$ cat src/rtl/sram_bus_arbiter.sv
`default_nettype none
// ============================================================================
//  Module      : sram_bus_arbiter
//  Description : Shares one SRAM port between CPU (0), VGA (1) and UART (2).
//                VGA has absolute priority. While VGA is active or about to
//                be, the CPU and UART are held off. CPU and UART otherwise
//                share the port round-robin. Each transaction runs
//                IDLE -> ISSUE -> WAIT -> DONE with a busy timeout.
//  Revision    : 1.0  initial release
// ============================================================================
module sram_bus_arbiter #(
  parameter int TIMEOUT = 64,
  parameter int AW      = 32
) (
  input  logic          clk,
  input  logic          nrst,
  input  logic [1:0]    vga_state,
  input  logic          cpu_req,
  input  logic          vga_req,
  input  logic          uart_req,
  input  logic          cpu_we,
  input  logic          uart_we,
  input  logic [AW-1:0] cpu_addr,
  input  logic [AW-1:0] vga_addr,
  input  logic [AW-1:0] uart_addr,
  input  logic [31:0]   cpu_wdata,
  input  logic [31:0]   uart_wdata,
  input  logic [3:0]    cpu_sel,
  input  logic [3:0]    vga_sel,
  input  logic [3:0]    uart_sel,
  output logic          cpu_ack,
  output logic          vga_ack,
  output logic          uart_ack,
  output logic          cpu_err,
  output logic          uart_err,
  output logic [31:0]   rdata,
  output logic [1:0]    current_client,
  output logic          sram_read,
  output logic          sram_write,
  output logic [AW-1:0] sram_addr,
  output logic [31:0]   sram_wdata,
  output logic [3:0]    sram_sel,
  input  logic          sram_busy,
  input  logic [31:0]   sram_rdata
);

  localparam int         c_cw      = $clog2(TIMEOUT + 1);
  localparam logic [1:0] c_id_cpu  = 2'd0;
  localparam logic [1:0] c_id_vga  = 2'd1;
  localparam logic [1:0] c_id_uart = 2'd2;
  localparam logic [1:0] c_id_none = 2'd3;

  typedef enum logic [1:0] {
    S_IDLE  = 2'd0,
    S_ISSUE = 2'd1,
    S_WAIT  = 2'd2,
    S_DONE  = 2'd3
  } state_t;

  state_t            r_state;
  logic              r_we;
  logic              r_prefer_uart;
  logic [c_cw-1:0]   r_cnt;

  logic              w_hold_off;
  logic              w_gnt_vga;
  logic              w_gnt_cpu;
  logic              w_gnt_uart;

  // Grant decision for the current IDLE cycle: VGA first, then round-robin.
  always_comb begin
    w_hold_off = (vga_state == 2'd1) || (vga_state == 2'd2);
    w_gnt_vga  = vga_req;
    w_gnt_cpu  = !vga_req && !w_hold_off && cpu_req  && (!uart_req || !r_prefer_uart);
    w_gnt_uart = !vga_req && !w_hold_off && uart_req && (!cpu_req  ||  r_prefer_uart);
  end

  // Transaction sequencer; every output is registered here.
  always_ff @(posedge clk or negedge nrst) begin
    if (!nrst) begin
      r_state        <= S_IDLE;
      r_we           <= 1'b0;
      r_prefer_uart  <= 1'b0;
      r_cnt          <= '0;
      cpu_ack        <= 1'b0;
      vga_ack        <= 1'b0;
      uart_ack       <= 1'b0;
      cpu_err        <= 1'b0;
      uart_err       <= 1'b0;
      rdata          <= '0;
      current_client <= c_id_none;
      sram_read      <= 1'b0;
      sram_write     <= 1'b0;
      sram_addr      <= '0;
      sram_wdata     <= '0;
      sram_sel       <= '0;
    end else begin
      // Pulses default low; they are raised for exactly one cycle below.
      cpu_ack    <= 1'b0;
      vga_ack    <= 1'b0;
      uart_ack   <= 1'b0;
      cpu_err    <= 1'b0;
      uart_err   <= 1'b0;
      sram_read  <= 1'b0;
      sram_write <= 1'b0;

      case (r_state)
        S_IDLE: begin
          if (w_gnt_vga) begin
            current_client <= c_id_vga;
            sram_addr      <= vga_addr;
            sram_wdata     <= '0;
            sram_sel       <= vga_sel;
            r_we           <= 1'b0;
            sram_read      <= 1'b1;
            r_state        <= S_ISSUE;
          end else if (w_gnt_cpu) begin
            current_client <= c_id_cpu;
            sram_addr      <= cpu_addr;
            sram_wdata     <= cpu_wdata;
            sram_sel       <= cpu_sel;
            r_we           <= cpu_we;
            sram_read      <= !cpu_we;
            sram_write     <= cpu_we;
            r_prefer_uart  <= 1'b1;
            r_state        <= S_ISSUE;
          end else if (w_gnt_uart) begin
            current_client <= c_id_uart;
            sram_addr      <= uart_addr;
            sram_wdata     <= uart_wdata;
            sram_sel       <= uart_sel;
            r_we           <= uart_we;
            sram_read      <= !uart_we;
            sram_write     <= uart_we;
            r_prefer_uart  <= 1'b0;
            r_state        <= S_ISSUE;
          end
        end

        // Strobe is visible during this cycle; arm the busy timeout.
        S_ISSUE: begin
          r_cnt   <= '0;
          r_state <= S_WAIT;
        end

        S_WAIT: begin
          if (!sram_busy) begin
            if (!r_we) begin
              rdata <= sram_rdata;
            end
            case (current_client)
              c_id_cpu: cpu_ack  <= 1'b1;
              c_id_vga: vga_ack  <= 1'b1;
              default:  uart_ack <= 1'b1;
            endcase
            r_state <= S_DONE;
          end else if (r_cnt == c_cw'(TIMEOUT - 1)) begin
            // VGA has no error line, so its timeout completes as a plain ack.
            case (current_client)
              c_id_cpu: cpu_err  <= 1'b1;
              c_id_vga: vga_ack  <= 1'b1;
              default:  uart_err <= 1'b1;
            endcase
            r_state <= S_DONE;
          end else begin
            r_cnt <= r_cnt + 1'b1;
          end
        end

        // Response pulse is visible during this cycle; release the bus.
        default: begin
          current_client <= c_id_none;
          r_state        <= S_IDLE;
        end
      endcase
    end
  end

endmodule
`default_nettype wire

$ cat config.mk
export PLATFORM = sky130hd
export DESIGN_NAME = sram_bus_arbiter
export DESIGN_NICKNAME = d
export VERILOG_FILES = /design/src/rtl/sram_bus_arbiter.sv
export SDC_FILE = /design/constraint.sdc
export NUM_CORES = 1
export LEC_CHECK = 0
export CAP_MARGIN = 20
export CORE_AREA = 2 2 127 129
export CTS_CLUSTER_DIAMETER = 200
export DETAILED_ROUTE_END_ITERATION = 7
export DIE_AREA = 0 0 129 131
export HOLD_SLACK_MARGIN = 0.06
export PLACE_DENSITY = 0.86
export SETUP_SLACK_MARGIN = 0.05
export SYNTH_ARGS = -nofsm -noshare
export SYNTH_HDL_FRONTEND = slang
export SYNTH_SLANG_ARGS = --single-unit
$ cat constraint.sdc
create_clock -name clk -period 2.13 [get_ports clk]
set_input_delay 0.5325 -clock clk [delete_from_list [all_inputs] [get_ports clk]]
set_output_delay 0.5325 -clock clk [all_outputs]
set_load 0.01 [all_outputs]
== Yosys cells after proc, flatten, opt, wreduce, memory -nomap -nowiden ==
Cells that the tools add are included.

* Logic and storage cells: 110
* Output and inout bits: 109
* Flip-flop bits (word level): 120
* Input bits: 214

* Equality and inequality tests: 10
* Bitwise gates (word level): 4
* $add $sub $neg: 1
* Reduce and logical (&&, ||, !) cells: 28
* Muxes and demuxes: 51

{| class="wikitable"
|+ Operators with widths
! kind !! count
|-
| $mux 32 || 6
|-
| $mux 1 || 29
|-
| $mux 2 || 8
|-
| $mux 7 || 2
|-
| $pmux 7 s2 || 1
|-
| $mux 4 || 3
|-
| $reduce_and 3->1 || 3
|-
| $add 7x1->7 const B || 1
|-
| $eq 7x6->1 const B || 1
|-
| $logic_not 1->1 || 7
|-
| $eq 2x1->1 const B || 3
|-
| $pmux 2 s3 || 1
|-
| $reduce_and 2->1 || 3
|-
| $logic_and 1x1->1 || 5
|-
| $eq 2x2->1 const B || 2
|-
| $logic_not 2->1 || 2
|-
| $ne 2x2->1 const B || 2
|-
| $ne 4x4->1 const B || 1
|-
| $not 1->1 || 4
|-
| $pmux 2 s2 || 1
|-
| $reduce_bool 2->1 || 2
|-
| $reduce_or 2->1 || 2
|-
| $logic_or 1x1->1 || 3
|-
| $ne 3x3->1 const B || 1
|-
| $reduce_bool 3->1 || 1
|}

== Logic depth before layout (Yosys ltp) ==
Gate-level depths: netlist (run 1).

* Word-level depth: 10
* Depth in mapped cells: 8
* Gate-level depth less buffers: 6

== Worst setup path after synthesis (run 1) ==
OpenSTA, ideal clock, no wires.

* Path type: reg2reg
* Start point: reg r_cnt[0]
* End point: reg r_state[1]
* Clock period less this slack: 1.710 ns
* Path slack: 0.420 ns
* Library setup time: 0.125 ns
* Data required time: 2.005 ns
* Buffers on the path: 0
* Cell stages (with the launch flop): 6
* Data arrival time: 1.586 ns
* Cell sequence: dfrtp_1 ha_1 and4_1 a21oi_2 o21bai_1 mux2_2

* Longest elaborated chain between the ends: 3

{| class="wikitable"
|+ RTL lines
! item !! line !! text
|-
| from (decl) || 63 || <nowiki>logic [c_cw-1:0] r_cnt;</nowiki>
|-
| from (signal assigned) || 166 || <nowiki>r_cnt <= r_cnt + 1'b1;</nowiki>
|-
| $eq 7x6->1 || 157 || <nowiki>end else if (r_cnt == c_cw'(TIMEOUT - 1)) begin</nowiki>
|-
| $ne 3x3->1 (no source line) || -- ||
|-
| $reduce_and 2->1 (no source line) || -- ||
|-
| to (signal assigned) || 156 || <nowiki>r_state <= S_DONE;</nowiki>
|-
| to (signal assigned) || 164 || <nowiki>r_state <= S_DONE;</nowiki>
|-
| to (signal assigned) || 173 || <nowiki>r_state <= S_IDLE;</nowiki>
|-
| to (decl) || 60 || <nowiki>state_t r_state;</nowiki>
|}

No other way between the ends.
A chain may end at the register's enable or synchronous reset.

== Final worst setup path (run 1) ==
* Start point: reg sram_addr[17]
* End point: out sram_addr[17]

{| class="wikitable"
|+ RTL lines
! item !! line !! text
|-
| from (decl) || 40 || <nowiki>output logic [AW-1:0] sram_addr,</nowiki>
|-
| from (signal assigned) || 111 || <nowiki>sram_addr <= vga_addr;</nowiki>
|-
| from (signal assigned) || 119 || <nowiki>sram_addr <= cpu_addr;</nowiki>
|-
| from (signal assigned) || 129 || <nowiki>sram_addr <= uart_addr;</nowiki>
|}

No word-level cell between the ends.

==> flow_metrics.py, run 1 <==
metrics = {
    "clock_network": {
        "cts_setup_buffers": 0,
        "clockRootBuffer": "clkbuf_16",
        "cts_inserted_buffers": 17,
        "cts_tree": "built",
        "cts.sinks": 120,
        "clockBufferDepth": 2,
        "clk_latency_ns": 0.42,
        "htreeDepth": 4,
        "clkSlewWorstSetupHoldPaths_ns": 0.06,
    },
    "power": {
        "switching_power_mw": 4.01,
        "switching_share_pct": 32.3,
        "p_clk_share_pct": 23.9,
        "power_frac_seq_pct": 31.7,
        "p_int_mw": 8.41,
        "share_comb_of_total_power_pct": 44.3,
        "power_leakage_nw": 3.98,
        "power.density_nw_per_um2": 1270,
        "p_total_mw": 12.4,
        "vdd_drop_max_mv": 0.701,
    },
    "floorplan": {
        "initial_core_util_pct": 34.8,
        "core-area_um2": 15600,
        "die-area_um2": 16900,
        "dieHeight_um": 131,
        "io_pins": 323,
        "placementRows": 46,
        "die_x_um": 129,
    },
    "layout": {
        "fill_cells": 1228,
        "layout.cells.most_common": "clkdlybuf4s50_1",
        "num-nets-final": 1059,
        "final_layout_size_suffix_gt1_share_pct": 12.1,
        "fin_area_um2": 9750,
        "fin_cells": 1068,
        "diodes": 0,
        "area_delta_synth_final_pct": 79.8,
        "most-common-layout-cells": "clkdlybuf4s50_1, dfrtp_1, nand2_1",
        "final_core_util_pct": 62.5,
    },
    "critical_path": {
        "cp.arrival_ns": 1.37,
        "cpLargestDelayFamily": "buffers and inverters",
        "cpPeakStageDelay_ns": 0.56,
        "path_class": "reg2out",
        "worstPathCellList": "clkdlybuf4s50_1",
        "reg2reg_slack_ns": 0.33,
        "crit_fanout": 2,
        "end_kind": "primary output",
        "cp-start-kind": "flop",
        "cp_slowest_cell": "clkdlybuf4s50_1",
        "path_buf_inv": 1,
        "worst_ep_required_time_ns": 1.60,
    },
    "global_routing": {
        "grt_pass1_vias": 5211,
        "use_met2_pct": 35.1,
        "grt-ovfl-total": 0,
        "grt_first_pass_wirelength_um": 26300,
        "grt_max_degree": 49,
        "busiest_layer": "met2",
        "use_met1_pct": 23.0,
        "grt_usage_pct": 20.3,
        "antenna_found_initial": 0,
        "use_met3_pct": 7.53,
    },
    "yosys": {
        "syn_nets": 721,
        "yosysUniqueCellTypes": 43,
        "ys_ff_latch": 120,
        "syn_inst": 502,
        "synth-edff-count": 0,
        "synth_seq_area_share_pct": 55.4,
        "synth_ff_type": "dfrtp_1",
        "ys_warn_count": 0,
        "synth.cell_area_um2": 5420,
        "synth-async-reset-ratio_pct": 100,
        "synth.avg_cell_area_um2": 10.8,
    },
    "sta": {
        "holdWs_ns": 0.481,
        "rsz0062_at_grt": "no",
        "setup_ws_ns": 0.225,
        "finalSetupViolCount": 0,
        "drv_slew": 0,
        "final.setup.tns_ns": 0,
        "hold_viol_final": 0,
        "tightest_slew_ns": 0.410,
        "relSlewSlack_pct": 72.6,
        "fmax_mhz": 525,
        "period_needed_ns": 1.90,
        "fin_crit_sh_pct": 89.4,
        "finClkSkew_ns": 0.00991,
    },
    "placement": {
        "port_buffers": 322,
        "post_dp_cell_area_um2": 9130,
        "hpwl_um": 13000,
        "place_inst": 1036,
        "place_congestion": 0.823,
        "place_ws_ns": -0.177,
    },
    "routing": {
        "drc": 0,
        "wl_per_cell_um": 16.5,
        "ant_nets": 0,
        "drt_iter0_drc": 169,
        "num_vias": 5278,
        "viasPerCell": 4.94,
        "wl_um": 17700,
        "dr.pass1.iters": 4,
    },
    "run_status": {
        "outcome": "completed",
    },
    "job": {
        "drv_cap": 0,
    },
    "worst_hold_path": {
        "hp-class": "reg2reg",
    },
}
## cells in the mapped netlist (2+ instances only)
library cell  instances  area share (%)
a21oi_1              37             3.4
clkbuf_2              3            0.28
a22o_1                2            0.32
dfrtp_1             118              54
nand3_1               3            0.28
clkbuf_1              9            0.62
nor2_1               40             2.8
dfstp_2               2            0.97
nand2_1              83             5.7
o21ai_1              32             3.0
a221oi_1             36             5.8
nor2b_1               2            0.23
o21a_1                2            0.28
buf_6                 3            0.62
o21ai_0               4            0.37
mux2i_1              36             6.6
buf_4                 3            0.42
nor3_1                2            0.18
nand2b_1              4            0.46
nand4_1               3            0.35
inv_1                 5            0.35
a21boi_0              2            0.28
mux2_2               33             6.9
buf_2                14             1.3
and3_1                2            0.23
ha_1                  5             1.2
## state kept, by name (all words and copies together) (netlist names), 2 cells and up
register,cells
rdata,32
sram_addr,32
sram_wdata,32
r_cnt,7
sram_sel,4
current_client,2
r_state,2
## path summary, 6_finish.rpt
path	startpoint	endpoint	depth (start not counted)
max	sram_addr[17]	sram_addr[17]	1
min	sram_wdata[16]	sram_wdata[16]	2
max reg2reg	r_state[0]	sram_addr[31]	8
min reg2reg	sram_wdata[16]	sram_wdata[16]	2
max in group asynchronous	nrst	current_client[0]	3
min in group asynchronous	nrst	rdata[12]	2
## kinds of logic (layout without fill, tap and decap cells)
| family | after synthesis | after routing | share of synthesized area [%] |
|---|---|---|---|
| mux | 69 | 69 | 13.5 |
| buf+inv | 38 | 388 | 3.64 |
| compound gates | 125 | 125 | 15.0 |
| simple gates | 143 | 143 | 10.9 |
| fa+ha+maj | 5 | 5 | 1.15 |
| xor+xnor | 2 | 2 | 0.461 |
| flops | 120 | 120 | 55.4 |
## cell type report
type	instances	area, um2	area share (%)
tap	216	270	2.77
inverter	5	18.8	0.192
multi-input combinational	344	2240	23.0
timing repair buffer	352	3600	37.0
clock buffer	18	439	4.50
sequential	120	3010	30.8
clock inverter	13	170	1.75
## what timing repair did
action	CTS	global route
setup endpoints to repair	2	0
resized for setup	2	0
hold buffers	1	0
hold endpoints to repair	24	0
## power by group through the flow
| stage | Sequential (mW) | Clock (mW) | Combinational, mW |
|---|---|---|---|
| final | 3.94 | 2.97 | 5.51 |
| after global routing | 4.06 | 3.14 | 5.96 |
| after CTS | 3.95 | 3.03 | 5.57 |
| after detailed placement | 3.98 | 0 | 5.54 |
| after global placement | 3.93 | 0 | 5.42 |
| after floorplan | 4.40 | 0 | 1.83 |
## per-layer routing
| layer | share of wire, % | vias to the layer above | wire length (um) |
|---|---|---|---|
| met5 | 0 | - | 0 |
| met4 | 2.2 | 0 | 394 |
| met3 | 8.9 | 38 | 1570 |
| met2 | 50 | 269 | 8850 |
| met1 | 39 | 2498 | 6850 |
| li1 | - | 2473 | - |
Power figures use the tool's default switching activity.
==> inputs of run 2 (changes only) <==
==> constraint.sdc (replaced) <==
create_clock -name clk -period 2.13 [get_ports clk]
set_input_delay 0.5325 -clock clk [delete_from_list [all_inputs] [get_ports clk]]
set_output_delay 0.5325 -clock clk [all_outputs]
set_load 0.02 [all_outputs]
==> results of run 2 <==
The final DEF is identical to that of run 1. Status: completed.
Among the figures that moved: setup slack after layout 0.225 ns -> 0.157 ns; total power 12.4 mW -> 13.2 mW; worst IR drop on VDD 0.701 mV -> 0.703 mV
==> inputs of run 3 (changes only) <==
--- a/config.mk
+++ b/config.mk
@@ -8,6 +8,7 @@
 export CAP_MARGIN = 20
 export CORE_AREA = 2 2 127 129
 export CTS_CLUSTER_DIAMETER = 200
+export CTS_CLUSTER_SIZE = 10
 export DETAILED_ROUTE_END_ITERATION = 7
 export DIE_AREA = 0 0 129 131
 export HOLD_SLACK_MARGIN = 0.06
==> results of run 3 <==
The final DEF is identical to that of run 1. Status: completed.
Among the figures that moved: setup slack after layout 0.225 ns -> 0.157 ns; total power 12.4 mW -> 13.2 mW; worst IR drop on VDD 0.701 mV -> 0.703 mV
